## src/rtl/fnd_scan_driver.sv

```systemverilog
// Time-multiplexed hex 7-segment driver: frame-synchronous value update,
// anti-ghost blanking, leading-zero suppression, per-digit DP and blank.
module fnd_scan_driver #(
    parameter int unsigned DIGITS         = 4,
    parameter int unsigned REFRESH_DIV    = 1000,
    parameter int unsigned BLANK_CYC      = 16,
    parameter bit          SEG_ACTIVE_LOW = 1'b1,
    parameter bit          COM_ACTIVE_LOW = 1'b1,
    parameter bit          LZ_BLANK       = 1'b1
) (
    input  logic                  i_Clk,
    input  logic                  i_Rst,
    input  logic [4*DIGITS-1:0]   i_Num,
    input  logic                  i_Load,
    input  logic [DIGITS-1:0]     i_DP,
    input  logic [DIGITS-1:0]     i_Blank,
    output logic [6:0]            o_FND,
    output logic                  o_DP,
    output logic [DIGITS-1:0]     o_Com,
    output logic                  o_Frame
);

    localparam int unsigned PW = $clog2(REFRESH_DIV);
    localparam int unsigned IW = (DIGITS > 1) ? $clog2(DIGITS) : 1;
    localparam logic [PW-1:0] PRESC_LAST = PW'(REFRESH_DIV - 1);
    localparam logic [IW-1:0] IDX_LAST   = IW'(DIGITS - 1);

    // XOR masks that turn active-high "on" into pin levels; also the "off" levels
    localparam logic [6:0]        SEG_OFF = {7{SEG_ACTIVE_LOW}};
    localparam logic              DP_OFF  = SEG_ACTIVE_LOW;
    localparam logic [DIGITS-1:0] COM_OFF = {DIGITS{COM_ACTIVE_LOW}};

    logic [PW-1:0]       presc;
    logic [IW-1:0]       idx;
    logic                slot_end;
    logic                frame_edge;
    logic                blank_done;

    logic [4*DIGITS-1:0] sh_num;
    logic [DIGITS-1:0]   sh_dp;
    logic [DIGITS-1:0]   sh_blank;
    logic [4*DIGITS-1:0] ds_num;
    logic [DIGITS-1:0]   ds_dp;
    logic [DIGITS-1:0]   ds_blank;

    logic [DIGITS-1:0]   suppress;
    logic                all_zero;
    logic [3:0]          nib;
    logic                cur_sup;
    logic                cur_dp;
    logic [DIGITS-1:0]   com_sel;
    logic [6:0]          seg_on;
    logic                dp_on;

    function automatic logic [6:0] decode(input logic [3:0] n);
        case (n)
            4'h0:    decode = 7'b1111110;
            4'h1:    decode = 7'b0110000;
            4'h2:    decode = 7'b1101101;
            4'h3:    decode = 7'b1111001;
            4'h4:    decode = 7'b0110011;
            4'h5:    decode = 7'b1011011;
            4'h6:    decode = 7'b1011111;
            4'h7:    decode = 7'b1110000;
            4'h8:    decode = 7'b1111111;
            4'h9:    decode = 7'b1111011;
            4'hA:    decode = 7'b1110111;
            4'hB:    decode = 7'b0011111;
            4'hC:    decode = 7'b1001110;
            4'hD:    decode = 7'b0111101;
            4'hE:    decode = 7'b1001111;
            default: decode = 7'b1000111;
        endcase
    endfunction

    assign slot_end   = (presc == PRESC_LAST);
    assign frame_edge = slot_end && (idx == IDX_LAST);

    generate
        if (BLANK_CYC == 0) begin : g_no_blank
            assign blank_done = 1'b1;
        end else begin : g_blank
            assign blank_done = (presc >= PW'(BLANK_CYC));
        end
    endgenerate

    always_ff @(posedge i_Clk or posedge i_Rst) begin
        if (i_Rst) begin
            presc <= '0;
            idx   <= '0;
        end else if (slot_end) begin
            presc <= '0;
            idx   <= (idx == IDX_LAST) ? '0 : idx + IW'(1);
        end else begin
            presc <= presc + PW'(1);
        end
    end

    // Display registers change only on the frame edge; a load on that very
    // edge bypasses the shadow so no stale frame is shown.
    always_ff @(posedge i_Clk or posedge i_Rst) begin
        if (i_Rst) begin
            sh_num   <= '0;
            sh_dp    <= '0;
            sh_blank <= '0;
            ds_num   <= '0;
            ds_dp    <= '0;
            ds_blank <= '0;
        end else begin
            if (i_Load) begin
                sh_num   <= i_Num;
                sh_dp    <= i_DP;
                sh_blank <= i_Blank;
            end
            if (frame_edge) begin
                if (i_Load) begin
                    ds_num   <= i_Num;
                    ds_dp    <= i_DP;
                    ds_blank <= i_Blank;
                end else begin
                    ds_num   <= sh_num;
                    ds_dp    <= sh_dp;
                    ds_blank <= sh_blank;
                end
            end
        end
    end

    // Walk from the most significant digit down, tracking "all zero so far".
    always_comb begin
        suppress = '0;
        all_zero = 1'b1;
        for (int unsigned j = 0; j < DIGITS; j++) begin
            all_zero = all_zero && (ds_num[(DIGITS-1-j)*4 +: 4] == 4'h0);
            suppress[DIGITS-1-j] = ds_blank[DIGITS-1-j] ||
                                   (LZ_BLANK && (DIGITS-1-j != 0) && all_zero);
        end
    end

    always_comb begin
        nib     = '0;
        cur_sup = 1'b0;
        cur_dp  = 1'b0;
        com_sel = '0;
        for (int unsigned k = 0; k < DIGITS; k++) begin
            if (idx == IW'(k)) begin
                nib        = ds_num[k*4 +: 4];
                cur_sup    = suppress[k];
                cur_dp     = ds_dp[k];
                com_sel[k] = blank_done;
            end
        end
        seg_on = cur_sup ? 7'b0000000 : decode(nib);
        dp_on  = cur_dp && !cur_sup;
    end

    always_ff @(posedge i_Clk or posedge i_Rst) begin
        if (i_Rst) begin
            o_FND   <= SEG_OFF;
            o_DP    <= DP_OFF;
            o_Com   <= COM_OFF;
            o_Frame <= 1'b0;
        end else begin
            o_FND   <= seg_on ^ SEG_OFF;
            o_DP    <= dp_on ^ DP_OFF;
            o_Com   <= com_sel ^ COM_OFF;
            o_Frame <= frame_edge;
        end
    end

endmodule

```

## config.mk

```make
export PLATFORM = sky130hd
export DESIGN_NAME = fnd_scan_driver
export DESIGN_NICKNAME = d
export VERILOG_FILES = /design/src/rtl/fnd_scan_driver.sv
export SDC_FILE = /design/constraint.sdc
export NUM_CORES = 1
export LEC_CHECK = 0
export BUFFER_PORTS_ARGS = -buffer_cell sky130_fd_sc_hd__buf_2
export CORE_MARGIN = 5
export CORE_UTILIZATION = 50
export CTS_CLUSTER_SIZE = 40
export DETAILED_ROUTE_END_ITERATION = 8
export PLACE_DENSITY = 0.78
export SYNTH_ARGS = -nofsm -noshare
export SYNTH_HDL_FRONTEND = slang
export SYNTH_SLANG_ARGS = --single-unit
```

## constraint.sdc

```tcl
create_clock -name i_Clk -period 4.6 [get_ports i_Clk]
set_clock_uncertainty 0.05 [all_clocks]
set_input_delay 0 -clock i_Clk [delete_from_list [all_inputs] [get_ports i_Clk]]
set_output_delay 0 -clock i_Clk [all_outputs]
set_load 0.02 [all_outputs]
```

==> results.md, run 1 <==
- Status: finished clean
- GP Congestion: 0.897
- Post-synth top flop: dfrtp_1
- Post-synthesis simple-gate area fraction: around a tenth
- Fin crit share: 59.7%
- Max Cap Viol: 0
- Post-route insts no fill: 411
- Placeable core region: 0.00646 mm2
- Clock Root Buffer: clkbuf_8
- Setup Crit Path Kind: flop to flop
- N_diodes: 0
- I/O pins: 40
- Die height: about 90 um
- Final Worst Setup Slack: 1.85 ns
- Clk_lat worst skew: approximately 0.35 ns
- Vias in the first global route: 2398
- CTS tree: yes
- Achievable Freq: approximately 360 MHz
- Mapped Cells: between 200 and 300
- Cell depth of the worst hold path: 2
- Mapped Area: about 0.0034 mm2
- Vias/cell: around 5.4
- Post-CTS sizing: 0
- H-tree depth: 3
- Filler cells: 524
- Cell area power density: approximately 300 mW/mm2
- Setup TNS: 0 ns
- Async set-reset flop share out of synthesis: 100%
- Minimum clock period: approximately 2.7 ns
- Most common cell after layout, fill and taps aside: dfrtp_1
- Commonest non-fill, non-tap cells in the layout: 61 x dfrtp_1, 39 x buf_2, 32 x mux2_2
- Final Instance Area: roughly 0.004 mm2
- Avg Inst Size Synth: roughly 13 um2
- Routed Antenna Nets: 0
- Crit Path Max Fanout: 13
- Unrepaired setup endpoints after global routing: false
- Largest net degree at the start of global routing: between 70 and 80
- Worst hold path type: primary input to flop
- CP Data Arrival Time: ~2.9 ns
- Initial DRT Pass Iterations: 5
- Reg power frac: 55.7%
- Dpl hpwl: around 4300 um
- Setup crit start: idx[1]
- Starting density of the core: between 50% and 60%
- Critical Path End Type: flop
- Postcts setup bufs: 0
- DIE AREA: ~0.0085 mm2
- Worst setup path end: o_FND[3]
- Seq/Total Area, Yosys: between 50% and 60%
- Initial antenna violation count: 0
- Power share of the clock group: 38.1%
- CTS Sinks: 73
- Reg-to-reg endpoint: o_FND[3]
- Post-synth top area share: a little under half
- Largest family of logic cells by synthesized area: multiplexers
- Total CTS buffers: 9
- Routed wire length: between 6000 and 7000 um
- Syn Nets: around 300
- Rel. slew slack: between 20% and 30%
- Placed Instance Area: around 0.0036 mm2
- Adder-cell share of the synthesized area: between 4 and 5%
- Share of cells above drive strength 1: about a third
- Drc violations: 0
- Worst Path Required: 4.79 ns
- Sw Ratio: roughly 22%
- Fin nets: roughly 370
- Post-synthesis xor/xnor area fraction: 1.82%
- Final setup violation count: 0
- Die X-Extent: 92.0 um
- Synth Area in Compound Gates: between 7 and 8%
- First-pass GRT wire length: 11300 um
- CTS Buffer Depth: 2
- Pint: a little over 900 uW
- Setup crit start kind: flop
- YS warnings: 0
- Peak supply drop: between 0.15 and 0.2 mV
- Fin. Hold Viols: 0
- R2R setup slack: 1.85 ns
- Sw Pwr: approximately 270 uW
- Per-cell routed wire length: 15.3 um
- Area growth syn-to-layout: 19.1%
- Vias: roughly 2.2k
- Reg2Reg Depth: 9
- Tightest Pin Transition: between 1 and 1.5 ns
- Clock-pin slew on the worst setup and hold paths: about 0.08 ns
- # rows: 29
- Setup WS pre-CTS: ~1.8 ns
- Largest area contributor in the netlist: dfrtp_1
- Distinct cells, synth: 45
- Final max-slew violation count: 0
- Hold buffer count at cts: 25
- Total congestion overflow: 0
- Final core occ: about three fifths
- Worst R2R Start: idx[1]
- Synth top area cells: dfrtp_1 45%, mux2_2 11%, dfstp_2 9.4%
- Total leakage power: ~1.8 nW
- Gate power share: under 10%
- I/O Buffers: 39
- Post-synthesis mux area share: roughly 17%
- GRT Total Usage: between 15 and 20%
- Initial DRC Count: 92
- Post-synthesis register bit count: 73
- Placed cells: 370
- Post-synth EDFFs: 0
==> critical path, stage by stage (launching register included) <==
cell	delay (ns)
dfrtp_1	0.40
inv_1	0.10
ha_1	0.40
a211oi_1	0.13
a221oi_1	0.63
inv_1	0.21
ha_1	0.34
a21oi_1	0.18
a22o_1	0.15
nand2_1	0.05
==> flip-flops by register name, indices dropped and copies added, names as in the netlist <==
| register | count |
|---|---|
| ds_blank | 4 |
| o_Com | 4 |
| ds_dp | 4 |
| sh_blank | 4 |
| sh_num | 16 |
| idx | 2 |
| sh_dp | 4 |
| presc | 10 |
| o_DP | 1 |
| o_Frame | 1 |
| o_FND | 7 |
| ds_num | 16 |
==> through the flow <==
stage / total power, mW / hold slack [ns]
floorplan: 0.717 / 0.114
global placement: 0.736 / 0.206
detailed placement: 0.740 / 0.208
CTS: 1.22 / 0.204
global route: 1.25 / 0.246
finish: 1.20 / 0.218
==> how the worst min path moves through the flow <==
stage	to	startpoint	slack [ns]
global placement	sh_num[10]	i_Num[10]	0.21
global route	sh_num[6]	i_Load	0.25
detailed placement	sh_blank[1]	i_Blank[1]	0.21
finish	sh_dp[1]	i_Load	0.22
floorplan	sh_num[0]	i_Num[0]	0.11
CTS	sh_blank[1]	i_Load	0.20
==> synthesized netlist by cell type, types with 2 or more instances <==
| master | count |
|---|---|
| a21oi_1 | 9 |
| a311o_1 | 2 |
| and3_1 | 2 |
| buf_2 | 4 |
| clkbuf_1 | 2 |
| dfrtp_1 | 61 |
| dfstp_2 | 12 |
| ha_1 | 12 |
| inv_1 | 11 |
| mux2_1 | 3 |
| mux2_2 | 32 |
| mux2_4 | 10 |
| mux2i_1 | 3 |
| nand2_1 | 25 |
| nand3_1 | 10 |
| nand3b_1 | 4 |
| nor2_1 | 10 |
| nor2b_1 | 3 |
| nor3b_1 | 3 |
| nor4_1 | 3 |
| o211ai_1 | 2 |
| o21ai_0 | 9 |
| o221ai_1 | 3 |
| o311ai_2 | 2 |
| xnor2_1 | 3 |
| xor2_1 | 4 |
==> power groups by stage <==
stage	logic, mW	clock network (mW)	registers, mW
after floorplan	0.0391	0	0.678
after global placement	0.0571	0	0.679
after detailed placement	0.0596	0	0.680
after CTS	0.0758	0.472	0.668
after global routing	0.0841	0.499	0.670
final	0.0740	0.457	0.668
==> metal layers <==
layer  routed length (um)  up-vias  share of wire, %  global-route usage [%]
met1                 2750     1094                44                    20.7
met3                  254       16               4.0                    3.60
met5                    0        -                 0                       0
li1                     -     1059                 -                       -
met2                 3140       47                50                    27.8
met4                  155        0               2.5                    9.90
==> area by class of cell <==
class / instances / area, um2 / area share [%]
Timing Repair Buffer: 66 / 460 / 11.5
Multi-Input combinational cell: 168 / 1380 / 34.5
Inverter: 11 / 41.3 / 1.03
Sequential cell: 73 / 1840 / 46.0
Clock buffer: 12 / 155 / 3.88
Tap cell: 77 / 96.3 / 2.41
Clock inverter: 4 / 26.3 / 0.656
==> cells by family after synthesis <==
logic type	after synthesis
buf+inv	22
flops	73
mux	48
xor+xnor	7
fa+ha+maj	12
simple gates	65
compound gates	36
(Power assumes the default switching activity.)
==> run 2: changes to the inputs <==
--- a/config.mk
+++ b/config.mk
@@ -10,7 +10,7 @@
 export CORE_UTILIZATION = 50
 export CTS_CLUSTER_SIZE = 40
 export DETAILED_ROUTE_END_ITERATION = 8
-export PLACE_DENSITY = 0.78
+export PLACE_DENSITY = 0.81
 export SYNTH_ARGS = -nofsm -noshare
 export SYNTH_HDL_FRONTEND = slang
 export SYNTH_SLANG_ARGS = --single-unit
==> constraint.sdc (replaced) <==
create_clock -name i_Clk -period 2.2 [get_ports i_Clk]
set_clock_uncertainty 0.05 [all_clocks]
set_input_delay 0 -clock i_Clk [delete_from_list [all_inputs] [get_ports i_Clk]]
set_output_delay 0 -clock i_Clk [all_outputs]
set_load 0.02 [all_outputs]
==> results.md, run 2 (synthesis results as in run 1) <==
- Status: finished clean
- Total congestion overflow: 0
- Final core occ: 64.9%
- Seq. cell area: between 0.0015 and 0.002 mm2
- Area of the multi-input gates: about 0.0014 mm2
- Vias in the first global route: around 2.3k
- Vias/cell: about 5.3
- Sw Pwr: between 500 and 600 uW
- Achievable Freq: about 480 MHz
- Filler cells: just under 500
- Worst hold path type: primary input to async pin
- Die height: between 90 and 100 um
- Routed wire length: about 6600 um
- Minimum clock period: 2.07 ns
- Tightest Pin Transition: roughly 0.67 ns
- Largest registers: ds_num (16), sh_num (16), presc (10)
- Worst Path Required: approximately 2.4 ns
- Sw Ratio: between 20 and 25%
- Most common cell after layout, fill and taps aside: dfrtp_1
- Total CTS buffers: 9
- Drc violations: 0
- Fin. Hold Viols: 0
- Dpl hpwl: around 4400 um
- Fin crit share: between 90 and 100%
- H-tree depth: 3
- N_diodes: 0
- Per-cell routed wire length: around 16 um
- Initial DRC Count: around 110
- Pint: ~2.1 mW
- Tot Pwr: between 2 and 3 mW
- Power share of the clock group: around two fifths
- Fin nets: 377
- Clock Root Buffer: clkbuf_8
- Setup crit start kind: flop
- GP Congestion: around 0.9
- Gate power share: under 10%
- Routed Antenna Nets: 0
- Largest net degree at the start of global routing: 48
- DIE AREA: about 0.0085 mm2
- Met1 wire length: ~2800 um
- Reg power frac: 52.5%
- Reg2Reg Depth: 9
- Peak supply drop: ~0.42 mV
- CTS tree: yes
- Vias: between 2k and 2.5k
- Post-route insts no fill: 420
- Starting density of the core: ~52%
- Initial DRT Pass Iterations: 4
- Commonest non-fill, non-tap cells in the layout: 61 x dfrtp_1, 39 x buf_2, 32 x mux2_2
- Share of cells above drive strength 1: around two fifths
- GRT Total Usage: about 17%
- Placed cells: approximately 380
- Placed Instance Area: around 0.0037 mm2
- # rows: 29
- R2R setup slack: between 0.1 and 0.15 ns
- Clk_lat worst skew: ~0.35 ns
- First-pass GRT wire length: approximately 11000 um
- Met2 WL: about 3400 um
- Clock-pin slew on the worst setup and hold paths: approximately 0.07 ns
- Rel. slew slack: a little under three fifths
- Area growth syn-to-layout: 24.8%
- I/O Buffers: 39
- WL met3: 229 um
- Total leakage power: 1.90 nW
- Final setup violation count: 0
- I/O pins: 40
- Initial antenna violation count: 0
- Cell area power density: ~630 mW/mm2
- Placeable core region: 0.00646 mm2
- Critical Path End Type: flop
- Setup Crit Path Kind: flop to flop
- CP Data Arrival Time: about 2.3 ns
- CTS Buffer Depth: 2
- Unrepaired setup endpoints after global routing: false
- Max Cap Viol: 0
- CTS Sinks: 73
- Highest Signal Layer: met4
- Crit Path Max Fanout: 8
- Final max-slew violation count: 0
- Final Instance Area: 0.00419 mm2
- Die X-Extent: between 90 and 100 um
==> run 2: power by group through the flow <==
stage               registers, mW  clock network [mW]  logic, mW
floorplan                    1.42                   0     0.0818
global placement             1.42                   0      0.122
detailed placement           1.42                   0      0.126
CTS                          1.40                1.14      0.159
global route                 1.40                1.19      0.177
finish                       1.40                1.11      0.156
==> run 2: layer usage <==
| layer | global-route usage [%] | up-vias |
|---|---|---|
| met5 | 0 | - |
| met1 | 19.8 | 1114 |
| met2 | 28.5 | 44 |
| li1 | - | 1077 |
| met4 | 7.80 | 0 |
| met3 | 4.50 | 7 |
==> run 2: worst paths after layout <==
| kind | from | end |
|---|---|---|
| setup / recovery | idx[1] | o_FND[3] |
| hold / removal | i_Rst | sh_num[15] |
| setup reg to reg | idx[1] | o_FND[3] |
| hold reg to reg | presc[0] | presc[0] |
| max in group asynchronous | i_Rst | o_DP |
| min in group i_Clk | i_Load | sh_num[7] |
==> run 2: final cells by class <==
cell class                 count  share of cell area (%)
clock buffer                  14                    4.36
clock inverter                 2                   0.835
inverter                      11                   0.984
multi-input combinational    168                    34.4
sequential                    73                    43.9
tap                           77                    2.30
timing repair buffer          75                    13.2
==> run 2: repair_timing <==
action                                 4_1_cts  5_1_grt
endpoints found under the hold margin       67        0
setup buffers                                0        2
setup endpoints to repair                    1        6
hold buffers                                25        0
gates resized for setup                      1       13
pin swaps                                    0        2
==> run 2: worst max-delay path: stages (launching register included) <==
cell and delay [ns]:
dfrtp_1 0.40, inv_1 0.11, ha_2 0.25, a211oi_1 0.11, a221oi_2 0.30, inv_2 0.13, ha_4 0.26, a21oi_2 0.16
a22o_1 0.14, nand2_1 0.06
==> run 2: metrics by stage <==
stage / hold slack (ns) / setup TNS [ns] / worst slack (ns)
after floorplan: 0.114 / 0 / 0.00483
after global placement: 0.0320 / 0 / 0.104
after detailed placement: 0.0371 / -0.0174 / -0.0174
after CTS: 0.193 / 0 / 0.00641
after global routing: 0.224 / 0 / 0.0206
final: 0.208 / 0 / 0.131
==> run 3: changes to the inputs <==
==> constraint.sdc (replaced) <==
create_clock -name i_Clk -period 1.7 [get_ports i_Clk]
set_clock_uncertainty 0.05 [all_clocks]
set_input_delay 0 -clock i_Clk [delete_from_list [all_inputs] [get_ports i_Clk]]
set_output_delay 0 -clock i_Clk [all_outputs]
set_load 0.02 [all_outputs]
==> results.md, run 3 (synthesis results as in run 1) <==
- Slowest stage cell, crit path: dfrtp_2
- Delay of the slowest critical-path stage: around 0.47 ns
- Initial DRC Count: approximately 160
- Setup Crit Path Kind: flop to flop
- Vias in the first global route: about 2.8k
- Drc violations: 0
- Cell mode on critical path: a21oi_2
- Status: complete, but fails checks
- Family with the most delay on the worst path: compound AO/OA/AOI/OAI gates
- Most common cell after layout, fill and taps aside: dfrtp_1
- Placeable core region: 0.00646 mm2
- GRT Total Usage: 22.2%
- Fin crit share: 127%
- Minimum clock period: 2.16 ns
- Fin. Hold Viols: 0
- Crit path cell chain: buf_6 > ha_4 > a21oi_2 > o21ai_1 > a22oi_2 > inv_2 > buf_4 > ha_2 > a21oi_2 > a22o_1 > nand2_1
- Worst Path Required: ~1.9 ns
- Total CTS buffers: 9
- Largest registers: ds_num (16), sh_num (16), presc (10)
- GP Congestion: 0.938
- First-pass GRT wire length: 14100 um
- Final max-slew violation count: 0
- Routed Antenna Nets: 0
- Final setup violation count: 32
- Fin nets: 439
- Die height: 92.0 um
- Achievable Freq: approximately 460 MHz
- Initial DRT Pass Iterations: 5
- Cell area power density: 639 mW/mm2
- Clk_lat worst skew: around 0.36 ns
- Setup WS pre-CTS: -0.447 ns
- Per-cell routed wire length: about 22 um
- Violated checks: negative setup slack
- Commonest non-fill, non-tap cells in the layout: 58 x dfrtp_1, 53 x buf_4, 39 x buf_2
- Final Worst Setup Slack: -0.463 ns
- Total congestion overflow: 0
- CTS tree: yes
- Vias/cell: between 5 and 6
- Dpl hpwl: between 4000 and 5000 um
- Initial antenna violation count: 0
- CTS Buffer Depth: 2
- I/O Buffers: 39
- Worst hold path type: primary input to async pin
- Starting density of the core: 52.0%
- Total leakage power: about 2.3 nW
- Critical Path End Type: flop
- Buf/Inv on CP: 3
- I/O pins: 40
- Area growth syn-to-layout: 50.9%
- Share of cells above drive strength 1: 60.1%
- Post-route insts no fill: just under 500
- Crit Path Max Fanout: 7
- N_diodes: 0
- Die X-Extent: about 90 um
- Clock-pin slew on the worst setup and hold paths: around 0.08 ns
- Tightest Pin Transition: 0.545 ns
- Clock Root Buffer: clkbuf_8
- Rel. slew slack: approximately 64%
- CP Data Arrival Time: between 2 and 2.5 ns
- DIE AREA: about 0.0085 mm2
- Largest net degree at the start of global routing: a little over 40
- CTS Sinks: 73
- Placed cells: between 400 and 500
- Routed wire length: approximately 10000 um
- Unrepaired setup endpoints after global routing: true
- Peak supply drop: between 0.5 and 0.6 mV
- Setup crit start kind: flop
- Max Cap Viol: 0
- Vias: ~2.7k
- # rows: 29
- H-tree depth: 3
## run 3: cell type report
| type | count | area, um2 |
|---|---|---|
| sequential | 73 | 1850 |
| multi-input combinational | 168 | 1750 |
| fill | 356 | 1390 |
| timing repair buffer | 137 | 1160 |
| clock buffer | 10 | 138 |
| tap | 77 | 96.3 |
| inverter | 11 | 50.0 |
| clock inverter | 5 | 31.3 |
## run 3: final timing paths
| check | start | endpoint | slack [ns] | cells past startpoint |
|---|---|---|---|---|
| hold reg to reg | sh_dp[1] | sh_dp[1] | 0.45 | 1 |
| setup / recovery | idx[1] | o_FND[3] | -0.46 | 11 |
| setup reg to reg | idx[1] | o_FND[3] | -0.46 | 11 |
| max in group asynchronous | i_Rst | o_FND[2] | 0.86 | 4 |
| min in group i_Clk | i_Load | sh_num[14] | 0.21 | 2 |
| hold / removal | i_Rst | ds_num[15] | 0.10 | 3 |
## run 3: timing repair
action | CTS | global route
setup buffers | 16 | 9
gates resized for setup | 37 | 54
cloned | 3 | 0
endpoints found under the setup margin | 32 | 42
pin swaps | 15 | 14
endpoints found under the hold margin | 109 | 0
hold buffers | 25 | 0
## run 3: through the flow
stage / area [um2] / hold slack [ns] / utilization [%] / power, mW / TNS (ns)
after detailed placement: 3990 / -0.0632 / 61.8 / 2.01 / -6.07
after floorplan: 3420 / 0.118 / - / 1.94 / -4.50
after global routing: 5070 / 0.120 / 78.5 / 3.37 / -9.76
after CTS: 4780 / 0.0956 / 74.1 / 3.24 / -5.63
final: 5070 / 0.103 / 78.5 / 3.24 / -7.79
after global placement: 3990 / -0.0702 / 61.8 / 2.00 / -3.91
## run 3: where the power goes
part	switching (mW)	leakage, nW	internal, mW
clock	0.650	0.0883	0.558
sequential	0.0172	0.887	1.79
combinational	0.101	1.30	0.119
total	0.769	2.28	2.47
## run 3: worst min-delay path, cell delays in order
cell,delay (ns)
dlygate4sd3_1,0.53
buf_2,0.13
clkinvlp_4,0.25
## run 3: routing by layer
metal | track usage (%) | part of all wire, % | vias up | wire length (um)
met3 | 6.14 | 5.5 | 42 | 564
met2 | 38.1 | 51 | 119 | 5290
li1 | - | - | 1202 | -
met4 | 11.5 | 5.3 | 0 | 546
met5 | 0 | 0 | - | 0
met1 | 25.1 | 38 | 1348 | 3940
